**config.mk**
```make
export PLATFORM = sky130hd
export DESIGN_NAME = fpga_cfg_loader
export DESIGN_NICKNAME = d
export VERILOG_FILES = /design/src/rtl/fpga_cfg_pkg.sv /design/src/rtl/fpga_cfg_fifo.sv /design/src/rtl/fpga_cfg_loader.sv
export SDC_FILE = /design/constraint.sdc
export NUM_CORES = 1
export LEC_CHECK = 0
export BUFFER_PORTS_ARGS = -buffer_cell sky130_fd_sc_hd__buf_2
export CORE_ASPECT_RATIO = 1.4
export CORE_MARGIN = 3
export CORE_UTILIZATION = 40
export CTS_CLUSTER_SIZE = 12
export DETAILED_ROUTE_END_ITERATION = 16
export GPL_TIMING_DRIVEN = 0
export PLACE_DENSITY = 0.62
export SLEW_MARGIN = 25
export SYNTH_ARGS = -nofsm -noshare
export SYNTH_HDL_FRONTEND = slang
export SYNTH_HIERARCHICAL = 1
export SYNTH_SLANG_ARGS = --single-unit
```
**constraint.sdc**
```tcl
create_clock -name wb_clk_i -period 5 [get_ports wb_clk_i]
set_input_delay 0.5 -clock wb_clk_i [delete_from_list [all_inputs] [get_ports wb_clk_i]]
set_output_delay 0.5 -clock wb_clk_i [all_outputs]
set_load 0.02 [all_outputs]
```
**src/rtl/fpga_cfg_pkg.sv**
```systemverilog
// Shared definitions for the FPGA configuration loader: register map,
// CTRL/STATUS bit positions and loader FSM states.
package fpga_cfg_pkg;

  localparam logic [1:0] REG_CTRL   = 2'd0;
  localparam logic [1:0] REG_STATUS = 2'd1;
  localparam logic [1:0] REG_DATA   = 2'd2;
  localparam logic [1:0] REG_COUNT  = 2'd3;

  localparam int CTRL_START_BIT = 0;
  localparam int CTRL_ABORT_BIT = 1;

  localparam int STAT_BUSY_BIT = 0;
  localparam int STAT_DONE_BIT = 1;
  localparam int STAT_FULL_BIT = 2;
  localparam int STAT_OVF_BIT  = 3;
  localparam int STAT_LVL_LSB  = 4;

  typedef enum logic [1:0] {
    ST_IDLE = 2'd0,
    ST_LOAD = 2'd1,
    ST_DONE = 2'd2
  } state_e;

endpackage

```
**src/rtl/fpga_cfg_fifo.sv**
```systemverilog
// Show-ahead synchronous FIFO with flush; a push on a full FIFO is
// accepted only when a pop happens in the same cycle.
module fpga_cfg_fifo #(
  parameter int WIDTH = 32,
  parameter int DEPTH = 4,
  localparam int PTR_W = $clog2(DEPTH),
  localparam int LVL_W = $clog2(DEPTH + 1)
) (
  input  logic             clk_i,
  input  logic             rst_i,
  input  logic             flush_i,
  input  logic             push_i,
  input  logic             pop_i,
  input  logic [WIDTH-1:0] wdata_i,
  output logic [WIDTH-1:0] rdata_o,
  output logic             full_o,
  output logic             empty_o,
  output logic [LVL_W-1:0] level_o
);

  logic [WIDTH-1:0] mem_q [DEPTH];
  logic [PTR_W-1:0] wr_ptr_q, rd_ptr_q;
  logic [LVL_W-1:0] level_q;
  logic             push_ok_s, pop_ok_s;

  assign pop_ok_s  = pop_i && !empty_o;
  assign push_ok_s = push_i && (!full_o || pop_ok_s);

  always_ff @(posedge clk_i) begin
    if (rst_i || flush_i) begin
      wr_ptr_q <= '0;
      rd_ptr_q <= '0;
      level_q  <= '0;
    end else begin
      if (push_ok_s) wr_ptr_q <= wr_ptr_q + PTR_W'(1);
      if (pop_ok_s)  rd_ptr_q <= rd_ptr_q + PTR_W'(1);
      if (push_ok_s && !pop_ok_s)      level_q <= level_q + LVL_W'(1);
      else if (pop_ok_s && !push_ok_s) level_q <= level_q - LVL_W'(1);
      else                             level_q <= level_q;
    end
  end

  // Storage carries no reset; only the pointers define validity.
  always_ff @(posedge clk_i) begin
    if (push_ok_s && !flush_i) mem_q[wr_ptr_q] <= wdata_i;
  end

  assign rdata_o = mem_q[rd_ptr_q];
  assign full_o  = (level_q == LVL_W'(DEPTH));
  assign empty_o = (level_q == '0);
  assign level_o = level_q;

endmodule

```
**src/rtl/fpga_cfg_loader.sv**
```systemverilog
// Wishbone slave that streams buffered bitstream words into N parallel
// serial config chains and holds the fabric in configuration until done.
module fpga_cfg_loader
  import fpga_cfg_pkg::*;
#(
  parameter int          N_CHAINS   = 4,
  parameter int          CHAIN_LEN  = 1024,
  parameter int          FIFO_DEPTH = 4,
  parameter logic [31:0] BASE_ADDR  = 32'h3000_0000
) (
  input  logic                wb_clk_i,
  input  logic                wb_rst_i,
  input  logic                wbs_stb_i,
  input  logic                wbs_cyc_i,
  input  logic                wbs_we_i,
  input  logic [3:0]          wbs_sel_i,
  input  logic [31:0]         wbs_dat_i,
  input  logic [31:0]         wbs_adr_i,
  output logic                wbs_ack_o,
  output logic [31:0]         wbs_dat_o,
  output logic                cfg_shift_o,
  output logic [N_CHAINS-1:0] cfg_data_o,
  output logic                cfg_done_o,
  output logic                busy_o
);

  localparam int STEPS  = 32 / N_CHAINS;
  localparam int STEP_W = (STEPS > 1) ? $clog2(STEPS) : 1;
  localparam int CNT_W  = $clog2(CHAIN_LEN + 1);
  localparam int LVL_W  = $clog2(FIFO_DEPTH + 1);

  state_e              state_q, state_d;
  logic [CNT_W-1:0]    count_q, count_d;
  logic [STEP_W-1:0]   step_q, step_d;
  logic [31:0]         word_q, word_d;
  logic                word_valid_q, word_valid_d;
  logic                overflow_q, overflow_d;
  logic                shift_q, shift_d;
  logic [N_CHAINS-1:0] data_q, data_d;
  logic                ack_q;
  logic [31:0]         rdat_q;

  logic             req_s, wr_s, rd_s, ctrl_wr_s, data_wr_s;
  logic             start_s, abort_s, push_s, pop_s;
  logic             shift_s, last_step_s, final_shift_s, count_full_s;
  logic [1:0]       offset_s;
  logic [31:0]      fifo_rdata_s, status_s, rdata_s, lvl_ext_s;
  logic             fifo_full_s, fifo_empty_s;
  logic [LVL_W-1:0] fifo_level_s;
  logic [3:0]       lvl_sat_s;

  logic unused_sel_s;
  assign unused_sel_s = ^wbs_sel_i;

  assign req_s     = wbs_stb_i && wbs_cyc_i && (wbs_adr_i[31:4] == BASE_ADDR[31:4]) && !ack_q;
  assign wr_s      = req_s && wbs_we_i;
  assign rd_s      = req_s && !wbs_we_i;
  assign offset_s  = wbs_adr_i[3:2];
  assign ctrl_wr_s = wr_s && (offset_s == REG_CTRL);
  assign data_wr_s = wr_s && (offset_s == REG_DATA);
  assign abort_s   = ctrl_wr_s && wbs_dat_i[CTRL_ABORT_BIT];
  assign start_s   = ctrl_wr_s && wbs_dat_i[CTRL_START_BIT] && !abort_s;
  assign push_s    = data_wr_s && (state_q != ST_DONE);

  assign count_full_s  = (count_q == CNT_W'(CHAIN_LEN));
  assign shift_s       = (state_q == ST_LOAD) && word_valid_q && !count_full_s;
  assign last_step_s   = (step_q == STEP_W'(STEPS - 1));
  assign final_shift_s = shift_s && (count_q == CNT_W'(CHAIN_LEN - 1));
  // The word feeding the final shift is never refilled so the FIFO keeps its tail in DONE.
  assign pop_s = (state_q == ST_LOAD) && !fifo_empty_s && !abort_s && !count_full_s &&
                 !final_shift_s && (!word_valid_q || (shift_s && last_step_s));

  fpga_cfg_fifo #(
    .WIDTH (32),
    .DEPTH (FIFO_DEPTH)
  ) u_fifo (
    .clk_i   (wb_clk_i),
    .rst_i   (wb_rst_i),
    .flush_i (abort_s),
    .push_i  (push_s),
    .pop_i   (pop_s),
    .wdata_i (wbs_dat_i),
    .rdata_o (fifo_rdata_s),
    .full_o  (fifo_full_s),
    .empty_o (fifo_empty_s),
    .level_o (fifo_level_s)
  );

  always_comb begin
    state_d      = state_q;
    count_d      = count_q;
    step_d       = step_q;
    word_d       = word_q;
    word_valid_d = word_valid_q;
    overflow_d   = overflow_q ||
                   (data_wr_s && ((state_q == ST_DONE) || (fifo_full_s && !pop_s)));
    shift_d      = 1'b0;
    data_d       = '0;
    if (abort_s) begin
      state_d      = ST_IDLE;
      count_d      = '0;
      step_d       = '0;
      word_d       = 32'd0;
      word_valid_d = 1'b0;
    end else if (start_s && (state_q != ST_LOAD)) begin
      state_d      = ST_LOAD;
      count_d      = '0;
      step_d       = '0;
      word_valid_d = 1'b0;
      overflow_d   = 1'b0;
    end else if (state_q == ST_LOAD) begin
      if (count_full_s) begin
        state_d      = ST_DONE;
        step_d       = '0;
        word_valid_d = 1'b0;
      end else begin
        if (shift_s) begin
          shift_d = 1'b1;
          data_d  = word_q[N_CHAINS-1:0];
          word_d  = word_q >> N_CHAINS;
          count_d = count_q + CNT_W'(1);
          if (last_step_s) begin
            step_d       = '0;
            word_valid_d = 1'b0;
          end else begin
            step_d = step_q + STEP_W'(1);
          end
        end else begin
          shift_d = 1'b0;
        end
        if (pop_s) begin
          word_d       = fifo_rdata_s;
          word_valid_d = 1'b1;
          step_d       = '0;
        end else begin
          word_valid_d = word_valid_d;
        end
      end
    end else begin
      state_d = state_q;
    end
  end

  always_ff @(posedge wb_clk_i) begin
    if (wb_rst_i) begin
      state_q      <= ST_IDLE;
      count_q      <= '0;
      step_q       <= '0;
      word_q       <= 32'd0;
      word_valid_q <= 1'b0;
      overflow_q   <= 1'b0;
      shift_q      <= 1'b0;
      data_q       <= '0;
    end else begin
      state_q      <= state_d;
      count_q      <= count_d;
      step_q       <= step_d;
      word_q       <= word_d;
      word_valid_q <= word_valid_d;
      overflow_q   <= overflow_d;
      shift_q      <= shift_d;
      data_q       <= data_d;
    end
  end

  assign lvl_ext_s = 32'(fifo_level_s);
  assign lvl_sat_s = (lvl_ext_s > 32'd15) ? 4'hF : lvl_ext_s[3:0];

  always_comb begin
    status_s                          = 32'd0;
    status_s[STAT_BUSY_BIT]           = (state_q == ST_LOAD);
    status_s[STAT_DONE_BIT]           = (state_q == ST_DONE);
    status_s[STAT_FULL_BIT]           = fifo_full_s;
    status_s[STAT_OVF_BIT]            = overflow_q;
    status_s[STAT_LVL_LSB +: 4]       = lvl_sat_s;
  end

  always_comb begin
    case (offset_s)
      REG_STATUS: rdata_s = status_s;
      REG_COUNT:  rdata_s = 32'(count_q);
      default:    rdata_s = 32'd0;
    endcase
  end

  always_ff @(posedge wb_clk_i) begin
    if (wb_rst_i) begin
      ack_q  <= 1'b0;
      rdat_q <= 32'd0;
    end else begin
      ack_q  <= req_s;
      rdat_q <= rd_s ? rdata_s : 32'd0;
    end
  end

  assign wbs_ack_o   = ack_q;
  assign wbs_dat_o   = rdat_q;
  assign cfg_shift_o = shift_q;
  assign cfg_data_o  = data_q;
  assign cfg_done_o  = (state_q == ST_DONE);
  assign busy_o      = (state_q == ST_LOAD);

endmodule
```
==> reports/metrics.cfg, run 1 <==
[status]
status=completed

[layout]
final_cells=998
n_antenna_cell=0
fin_nets=811
area_growth_pct=18.8
drive_above_1_share=0.237
final_core_util=0.485

[sta]
min_period_ps=3870
finClkSkew_ps=10.6
worst_pin_slew_ps=735
min_period_over_period=0.774
grt_setup_unrepaired=false
slew_headroom=0.508
setup_viol=0
fmax_mhz=258
maxSlewViolCount=0
hold_viol_final=0
fin_setup_tns_ps=0

[clock_network]
cts.htree.levels=1
ctsResizeCount=0
cts_buffers=21
cts_root_buf=clkbuf_16
cts.sinks=204
clk_path_buf_depth=3
cts_setup_buffers=0
clk_latency_ps=480
clk_pin_slew_worst_paths_ps=60
postCtsHoldBufs=0
cts_tree=done

[detailed_routing]
wirelength_mm=16.8
antenna_left=0
num_vias=5052
wire_per_inst_um=16.8
viasPerCell=5.06
drt_iter0_markers=268
drc=0
first_pass_iters=4

[power_and_ir_drop]
seqPwrFrac=0.545
power_frac_clock=0.430
power_frac_comb=0.025
p_int_w=0.00264
vdd_drop_max_mv=0.183
fin_total_pwr_w=0.00328
p_sw_w=0.000636
leakagePower_nw=3.64
swShare=0.194
power_density_nw_per_um2=329

[global_routing]
grt_max_degree=14
grt_pass1_wl_mm=26.5
grt_remaining_overflow=0
grt_pass1_vias=5268
antenna_found_initial=1
grt_use_total=0.146

[die]
coreArea_um2=20600
die_area_um2=22800
die_x_um=128
io_pins=113
die_h_um=177
start_util=0.409
rows=62

[setup_path]
critical_path.max_fanout=13
worstPathArrival_ps=4280
worstPathCellList=ha_1 > nand4_1 > or4_4 > nand2_2 > nor4b_1 > buf_2 > buf_2 > or4b_4 > nand2_2 > inv_1 > ha_1 > inv_1 > fa_1 > xor2_1 > or3_1 > a21oi_1
critPathLaunchType=flip-flop
cp_slowest_cell=or4_4
crit_type=flip-flop to flip-flop
slowest_delay_ps=570
cp-end-kind=flip-flop
cp.required_ps=5410

[synth]
synth_edf_count=128
ys_ff_latch=204
synth_cell_types=54
synth_warnings=6
yosys_most_used_dff=edfxtp_1
syn-cell-area_um2=8400
syn-instance-count=584
post-synth-top-area-fraction=0.458
ys_top_cells_by_area=edfxtp_1, dfxtp_1, mux4_1
ys_seq_area_frac=0.639
post-synth-top-area-cell=edfxtp_1
async_flop_share=0
syn_avg_cell_area_um2=14.4

[worst_hold_path]
hold_class=primary input to flip-flop

[place]
dp_hpwl_mm=12.3
gp_congestion=0.879
io_buffers=85
place_inst=961

[flow_run]
drv_cap=0

==> final cells by class <==
type / count / area, µm²
Buffer: 46 / 295
Clock buffer: 35 / 608
Clock inverter: 2 / 7.51
Fill cell: 1766 / 10600
Inverter: 15 / 56.3
Multi-Input combinational cell: 339 / 2780
Sequential cell: 204 / 5370
Tap cell: 256 / 320
Timing Repair Buffer: 101 / 546
==> worst max-delay path: cells and delay by family (launching register included) <==
| family | cells | cell delay [ps] |
|---|---|---|
| AND/OR/NAND/NOR | 7 | 1920 |
| buffers and inverters | 4 | 640 |
| adder cells (fa/ha/maj) | 3 | 610 |
| flip-flops | 1 | 420 |
| AO/OA/AOI/OAI | 1 | 140 |
| XOR/XNOR | 1 | 70 |
==> path summary, 6_finish.rpt <==
kind | startpoint | end | slack (ps) | cells past startpoint
max reg2reg | count_q[1] | u_fifo/level_o[2] | 1130 | 16
min | wbs_dat_i[30] | u_fifo/mem_q[3][30] | 230 | 1
min reg2reg | count_q[10] | wbs_dat_o[10] | 460 | 2
max | count_q[1] | u_fifo/level_o[2] | 1130 | 16
==> cell usage after synthesis (all sizes together) (2+ instances only) <==
master	n
xor2	5
o21ai	5
nand3	8
dfxtp	76
nand4	5
or2	4
nor4b	3
xnor2	8
nand2	17
buf	33
nand4b	2
a22oi	4
mux4	32
nor3b	6
clkbuf	13
ha	9
mux2i	35
a21oi	10
edfxtp	128
o41ai	2
nor3	32
nor2b	2
inv	14
and3	6
or4b	2
nand2b	29
nor4	8
nor2	69
==> routing by layer <==
metal  track usage  vias to the layer above  routed length, µm
met3        0.0259                       25                959
met2         0.273                      141               8940
met4        0.0434                        2                328
met5             0                        -                  7
li1              -                     2436                  -
met1         0.168                     2448               6540
==> logic make-up (layout without fill, tap and decap cells) <==
group           after synthesis  after routing  synth area share
buf+inv                      61            199            0.0419
simple gates                198            198             0.125
compound gates               30             30            0.0246
fa+ha+maj                    10             10            0.0158
flops                       204            204             0.639
xor+xnor                     13             13            0.0136
other cells                   1             21          0.000447
mux                          67             67             0.140
==> flip-flops by register name, indices dropped and copies added (netlist names), named ones only <==
name,flops
wbs_dat_o,11
u_fifo/rd_ptr_q,2
word_valid_q,1
state_q,2
wbs_ack_o,1
count_q,11
u_fifo/wr_ptr_q,2
cfg_shift_o,1
u_fifo/mem_q,128
step_q,3
cfg_data_o,4
u_fifo/level_o,3
word_q,32
overflow_q,1
==> placed cells by master (no fill, tap or decap), types with 5 or more instances in the layout <==
cell	n
edfxtp_1	128
nor4_1	8
nand2_1	15
nor2_1	69
buf_2	90
mux2i_1	35
ha_1	9
buf_4	39
mux4_1	28
clkbuf_16	21
dfxtp_1	76
nand2b_1	29
conb_1	21
nand4_1	5
nand3_1	8
clkbuf_1	24
xnor2_1	8
and3_1	6
a21oi_1	10
nor3_1	31
inv_1	14
xor2_1	5
==> power groups by stage <==
| stage | logic (W) | registers [W] | clock network, W |
|---|---|---|---|
| CTS | 0.0000822 | 0.00179 | 0.00145 |
| global placement | 0.0000781 | 0.00182 | 0 |
| floorplan | 0.0000397 | 0.00182 | 0 |
| global route | 0.0000906 | 0.00178 | 0.00151 |
| finish | 0.0000820 | 0.00179 | 0.00141 |
| detailed placement | 0.0000819 | 0.00182 | 0 |
==> through the flow <==
stage | cell area (µm²) | hold slack [ps] | worst slack [ps]
4_1_cts | 9970 | 217 | 1090
3_5_place_dp | 9360 | 443 | 719
5_1_grt | 9970 | 217 | 854
6_report | 9970 | 230 | 1130
3_3_place_gp | 9220 | 453 | -2370
2_1_floorplan | 8470 | 425 | 132
(Power assumes the default switching activity.)
==> run 2, diff against run 1 <==
- clock period: 5 -> 3.15 ns (I/O delays scaled with it)
==> run 2 against run 1 <==
  * Clock power rose by 57%
  * Sequential cell count stayed put
  * Combinational power grew 65%
  * Setup slack worse by 1000 ps
  * Critical path depth decreased by 2
  * Clock skew grew 5.6 ps
  * Design area grew 2.9%
  * Total power rose by 58%
  * Maximum frequency increased by 26%
  * Cell count is 1.6% higher
  * Register-to-register slack worse by 1000 ps
==> reports/metrics.cfg, run 2 (synthesized netlist as in run 1, its figures left out) <==
[power_and_ir_drop]
power_frac_comb=0.026  ; about the same
fin_total_pwr_w=0.00519  ; +58%
power_density_nw_per_um2=505  ; +54%
vdd_drop_max_mv=0.310  ; +69%
swShare=0.194  ; +0.000252
p_sw_w=0.00101  ; +58%
p_int_w=0.00418  ; +58%
power_frac_clock=0.428  ; -0.002
seqPwrFrac=0.546  ; about the same
leakagePower_nw=3.73  ; +2.3%

[clock_network]
clk_pin_slew_worst_paths_ps=60  ; about the same
clk_path_buf_depth=3  ; unchanged
cts.sinks=204  ; unchanged
clk_latency_ps=490  ; about the same
cts_root_buf=clkbuf_16
cts_tree=done
cts_buffers=21  ; unchanged
cts.htree.levels=1  ; unchanged

[place]
dp_hpwl_mm=12.1  ; -1.6%
place_area_um2=9460  ; +1.0%
dp_slack_ps=-706  ; -1430 ps
gp_congestion=0.881  ; +0.18%
io_buffers=85  ; unchanged

[sta]
min_period_over_period=0.973  ; +0.198
finClkSkew_ps=16.2  ; +5.59 ps
fmax_mhz=326  ; +26%
grt_setup_unrepaired=true
hold_viol_final=0  ; unchanged
layout_setup_ws_ps=86.1  ; -1040 ps
worst_pin_slew_ps=702  ; -33.1 ps
setup_viol=0  ; unchanged
min_period_ps=3060  ; -807 ps
maxSlewViolCount=0  ; unchanged
slew_headroom=0.528  ; +0.0202

[detailed_routing]
first_pass_iters=6  ; +2
wire_per_inst_um=17.0  ; +0.92%
drc=0  ; unchanged
wirelength_mm=17.2  ; +2.5%
drt_iter0_markers=251  ; -6.3%
num_vias=5158  ; +2.1%
viasPerCell=5.09  ; +0.49%
antenna_left=0  ; unchanged

[die]
die_h_um=177  ; unchanged
die_area_um2=22800  ; unchanged
io_pins=113  ; unchanged
start_util=0.409  ; unchanged
rows=62  ; unchanged
die_x_um=128  ; unchanged
coreArea_um2=20600  ; unchanged

[layout]
drive_above_1_share=0.275  ; +0.0376
largest_reg_flops=128  ; unchanged
top_regs=u_fifo/mem_q x128, word_q x32
final_cell_mix=edfxtp_1, buf_2, dfxtp_1
area_growth_pct=22.3
final_common_cell=edfxtp_1
design_area_um2=10300  ; +2.9%
fin_nets=826  ; +1.8%
top_register=u_fifo/mem_q

[global_routing]
grt_pass1_wl_mm=27.2  ; +2.8%
grt_max_degree=14  ; unchanged
grt_remaining_overflow=0  ; unchanged
use_met3=0.0274  ; +0.00151
grt_pass1_vias=5299  ; +0.59%
grt_use_total=0.151  ; +0.00533
use_met1=0.166  ; -0.00166
use_met2=0.288  ; +0.0143
antenna_found_initial=2  ; +1
busiest_layer=met2

[flow_run]
drv_cap=0  ; unchanged

[setup_path]
cp.required_ps=3570  ; -1840 ps
crit_type=flip-flop to flip-flop
worstPathArrival_ps=3480  ; -800 ps
critPathLaunchType=flip-flop
critical_path.max_fanout=3  ; -10
cp-end-kind=flip-flop

[worst_hold_path]
hold_class=primary input to flip-flop

[status]
status=completed

run 2: cell types whose count changed in the layout (fill, tap and decap cells not counted), moves of 3 or more:
| cell | delta |
|---|---|
| buf_4 | +8 |
| nor4_1 | -3 |
| nor3b_2 | -4 |
| dfxtp_1 | -7 |
| dfxtp_2 | +4 |
| nor3b_4 | +4 |
| buf_6 | +8 |
| dfxtp_4 | +3 |
run 2: final cells by class:
class | count | area, µm²
multi-input cells | 339 | 2900
clock buffers | 37 | 607
fillers | 1764 | 10300
well taps | 256 | 320
repair buffers | 118 | 711
inverters | 15 | 58.8
diodes | 1 | 2.50
flip-flops and latches | 204 | 5380
plain buffers | 44 | 285
run 2: timing repair:
item / CTS / global route
pin swaps: 5 / 10
buffers inserted: 16 / 8
resized for setup: 8 / 4
hold buffers: 0 / 0
endpoints found under the setup margin: 115 / 27
run 2: path summary, 6_finish.rpt:
check	startpoint	endpoint	slack [ps]	cells past startpoint
max	count_q[1]	u_fifo/level_o[2]	90	14
min	wbs_dat_i[26]	u_fifo/mem_q[2][26]	40	1
max reg2reg	count_q[1]	u_fifo/level_o[2]	90	14
min reg2reg	word_q[1]	cfg_data_o[1]	480	1
run 2: stage by stage:
step                utilization  setup TNS (ps)  cells  hold WS, ps
floorplan                     -            -449    604          414
global placement          0.455         -120850    945          462
detailed placement        0.460          -34840    954          471
CTS                       0.496               0   1006         22.2
global route              0.499           -40.4   1014         26.5
finish                    0.499               0   1014         44.8
run 2: metal layers:
layer,vias up,wire [µm],part of all wire
li1,2466,-,-
met1,2499,6450,0.37
met2,156,9200,0.53
met3,35,1040,0.060
met4,2,512,0.030
met5,-,7,0.00041
run 2: power groups by stage:
stage | Clock (W) | Sequential, W | Combinational [W]
5_1_grt | 0.00239 | 0.00283 | 0.000148
4_1_cts | 0.00230 | 0.00283 | 0.000135
3_5_place_dp | 0 | 0.00289 | 0.000135
2_1_floorplan | 0 | 0.00289 | 0.0000642
6_report | 0.00222 | 0.00283 | 0.000135
3_3_place_gp | 0 | 0.00289 | 0.000128
run 2: critical path: stages, from the launching register on:
cell and delay (ps):
dfxtp_4 360, ha_4 130, nand4_1 130, or4_4 570, nand2_4 100, nor4b_4 60
or4b_4 610, nand2_8 90, inv_4 30, ha_4 150, inv_2 60, fa_2 190
xor2_1 70, or3_1 320, a21oi_1 120
==> run 3, diff against run 2 <==
- SETUP_SLACK_MARGIN: default -> 0.5
==> run 3 against run 2 <==
  * The run now ends with negative setup slack left
  * Via count is 2.3% higher
  * Design area is 5.1% higher
  * Register-to-register slack lost 130 ps
  * Sequential cell count did not move
  * Maximum frequency shrank 4.2%
  * Sequential share of layout area shrank 2.5 points
  * Clock skew up 12 ps
  * Non-clock buffer count grew 20
  * Critical path type unchanged
  * Largest power group unchanged
==> reports/metrics.cfg, run 3 (synthesized netlist as in run 1, its figures left out) <==
[global_routing]
grt_pass1_wl_mm=29.0  ; +6.6%
grt_max_degree=14  ; unchanged
grt_pass1_vias=5528  ; +4.3%
grt_remaining_overflow=0  ; unchanged
use_met1=0.180  ; +0.0133
busiest_layer=met2
use_met3=0.0274  ; unchanged
grt_use_total=0.163  ; +0.0116
antenna_found_initial=2  ; unchanged
use_met2=0.308  ; +0.0209

[power_and_ir_drop]
leakagePower_nw=3.96  ; +6.2%
vdd_drop_max_mv=0.347  ; +12%
fin_total_pwr_w=0.00522  ; +0.58%
power_density_nw_per_um2=484  ; -4.3%

[die]
io_pins=113  ; unchanged
coreArea_um2=20600  ; unchanged
die_area_um2=22800  ; unchanged
die_h_um=177  ; unchanged
start_util=0.409  ; unchanged
rows=62  ; unchanged
die_x_um=128  ; unchanged

[clock_network]
cts.htree.levels=1  ; unchanged
cts.sinks=204  ; unchanged
clk_path_buf_depth=3  ; unchanged
cts_root_buf=clkbuf_16
cts_buffers=21  ; unchanged
clk_latency_ps=500  ; about the same
postCtsHoldBufs=0  ; unchanged
cts_tree=done
clk_pin_slew_worst_paths_ps=60  ; about the same

[sta]
slew_headroom=0.555  ; +0.0273
setup_viol=2  ; +2
hold_viol_final=0  ; unchanged
fmax_mhz=313  ; -4.2%
min_period_ps=3200  ; +133 ps
worst_pin_slew_ps=662  ; -40.6 ps
maxSlewViolCount=0  ; unchanged
fin_setup_tns_ps=-49.7  ; -49.7 ps
grt_setup_unrepaired=true
min_period_over_period=1.01  ; +0.0423
layout_setup_ws_ps=-47.2  ; -133 ps
finClkSkew_ps=27.7  ; +11.5 ps

[place]
gp_congestion=0.877  ; -0.40%
dp_hpwl_mm=12.1  ; +0.72%
io_buffers=85  ; unchanged
dp_slack_ps=-747  ; -40.9 ps

[worst_hold_path]
hold_path_depth=1  ; unchanged
hold_class=primary input to flip-flop

[setup_path]
crit_type=flip-flop to flip-flop
cp-end-kind=flip-flop
critical_path.max_fanout=6  ; +3
worstPathArrival_ps=3630  ; +150 ps
critPathLaunchType=flip-flop
ff2ff_path_depth=15  ; +1
cp.required_ps=3580  ; about the same

[detailed_routing]
wire_per_inst_um=18.0  ; +6.4%
first_pass_iters=5  ; -1
drt_iter0_markers=331  ; +32%
num_vias=5278  ; +2.3%
drc=0  ; unchanged
wirelength_mm=18.7  ; +8.6%
antenna_left=0  ; unchanged
viasPerCell=5.10  ; +0.25%

[layout]
final_common_cell=edfxtp_1
fin_nets=846  ; +2.4%
top_regs=u_fifo/mem_q x128, word_q x32
top_register=u_fifo/mem_q
final.fill_count=1694  ; -4.0%
drive_above_1_share=0.307  ; +0.0324
final_cell_mix=edfxtp_1, buf_2, dfxtp_1
area_growth_pct=28.5
largest_reg_flops=128  ; unchanged

[status]
status=complete, but fails checks
failed_checks=negative setup slack

[flow_run]
drv_cap=0  ; unchanged

==> run 3: cell types whose count changed in the layout (fill, tap and decap cells not counted), moves of 3 or more <==
cell | previous run | this run
buf_4 | 47 | 40
buf_16 | 0 | 8
clkbuf_1 | 26 | 18
buf_6 | 12 | 15
buf_12 | 0 | 12
buf_8 | 1 | 5
clkbuf_2 | 1 | 9
==> run 3: through the flow <==
stage	util	instances	hold slack, ps	instance area, µm²
2_1_floorplan	-	604	414	8610
3_3_place_gp	0.455	945	462	9350
3_5_place_dp	0.461	955	466	9470
4_1_cts	0.522	1031	10.4	10700
5_1_grt	0.525	1035	20.4	10800
6_report	0.525	1035	28.3	10800
==> run 3: worst max-delay path, stage by stage, from the launching register on <==
cell and delay [ps]:
dfxtp_1 450, nand4_1 170, or4_4 480, nand2_4 90, nor4b_4 50, buf_4 170
buf_12 120, or4b_4 520, nand2_8 90, inv_4 30, ha_4 150, inv_2 50
fa_2 190, xor2_1 70, or3_1 320, a21oi_1 160
==> run 3: power breakdown <==
| part | internal, W | switching (W) |
|---|---|---|
| Sequential | 0.00283 | 0.0000000000000747 |
| Combinational | 0.0000567 | 0.0000791 |
| Clock | 0.00130 | 0.000955 |
==> run 3: cell type report <==
| type | instances | area, µm² | share of cell area |
|---|---|---|---|
| sequential | 204 | 5380 | 0.499 |
| clock inverter | 1 | 8.76 | 0.000811 |
| timing repair buffer | 136 | 1180 | 0.110 |
| antenna | 1 | 2.50 | 0.000232 |
| inverter | 15 | 58.8 | 0.00545 |
| clock buffer | 37 | 606 | 0.0561 |
| multi-input combinational | 339 | 2900 | 0.269 |
| buffer | 46 | 324 | 0.0300 |
| tap | 256 | 320 | 0.0297 |
==> run 3: path summary, 6_finish.rpt <==
path	startpoint	end	slack, ps
min	wbs_dat_i[28]	u_fifo/mem_q[0][28]	30
min reg2reg	count_q[10]	wbs_dat_o[10]	480
max reg2reg	count_q[3]	u_fifo/level_o[2]	-50
max	count_q[3]	u_fifo/level_o[2]	-50
==> run 3: routing by layer <==
metal | wire [µm] | up-vias
met5 | 7 | -
met4 | 480 | 2
met3 | 1040 | 33
met2 | 10100 | 147
met1 | 7000 | 2581
li1 | - | 2515
==> run 3: repair_timing <==
action | 4_1_cts | 5_1_grt
gates resized for setup | 51 | 22
gates cloned | 8 | 0
endpoints found under the setup margin | 138 | 162
pin swaps | 12 | 5
setup buffers | 30 | 3
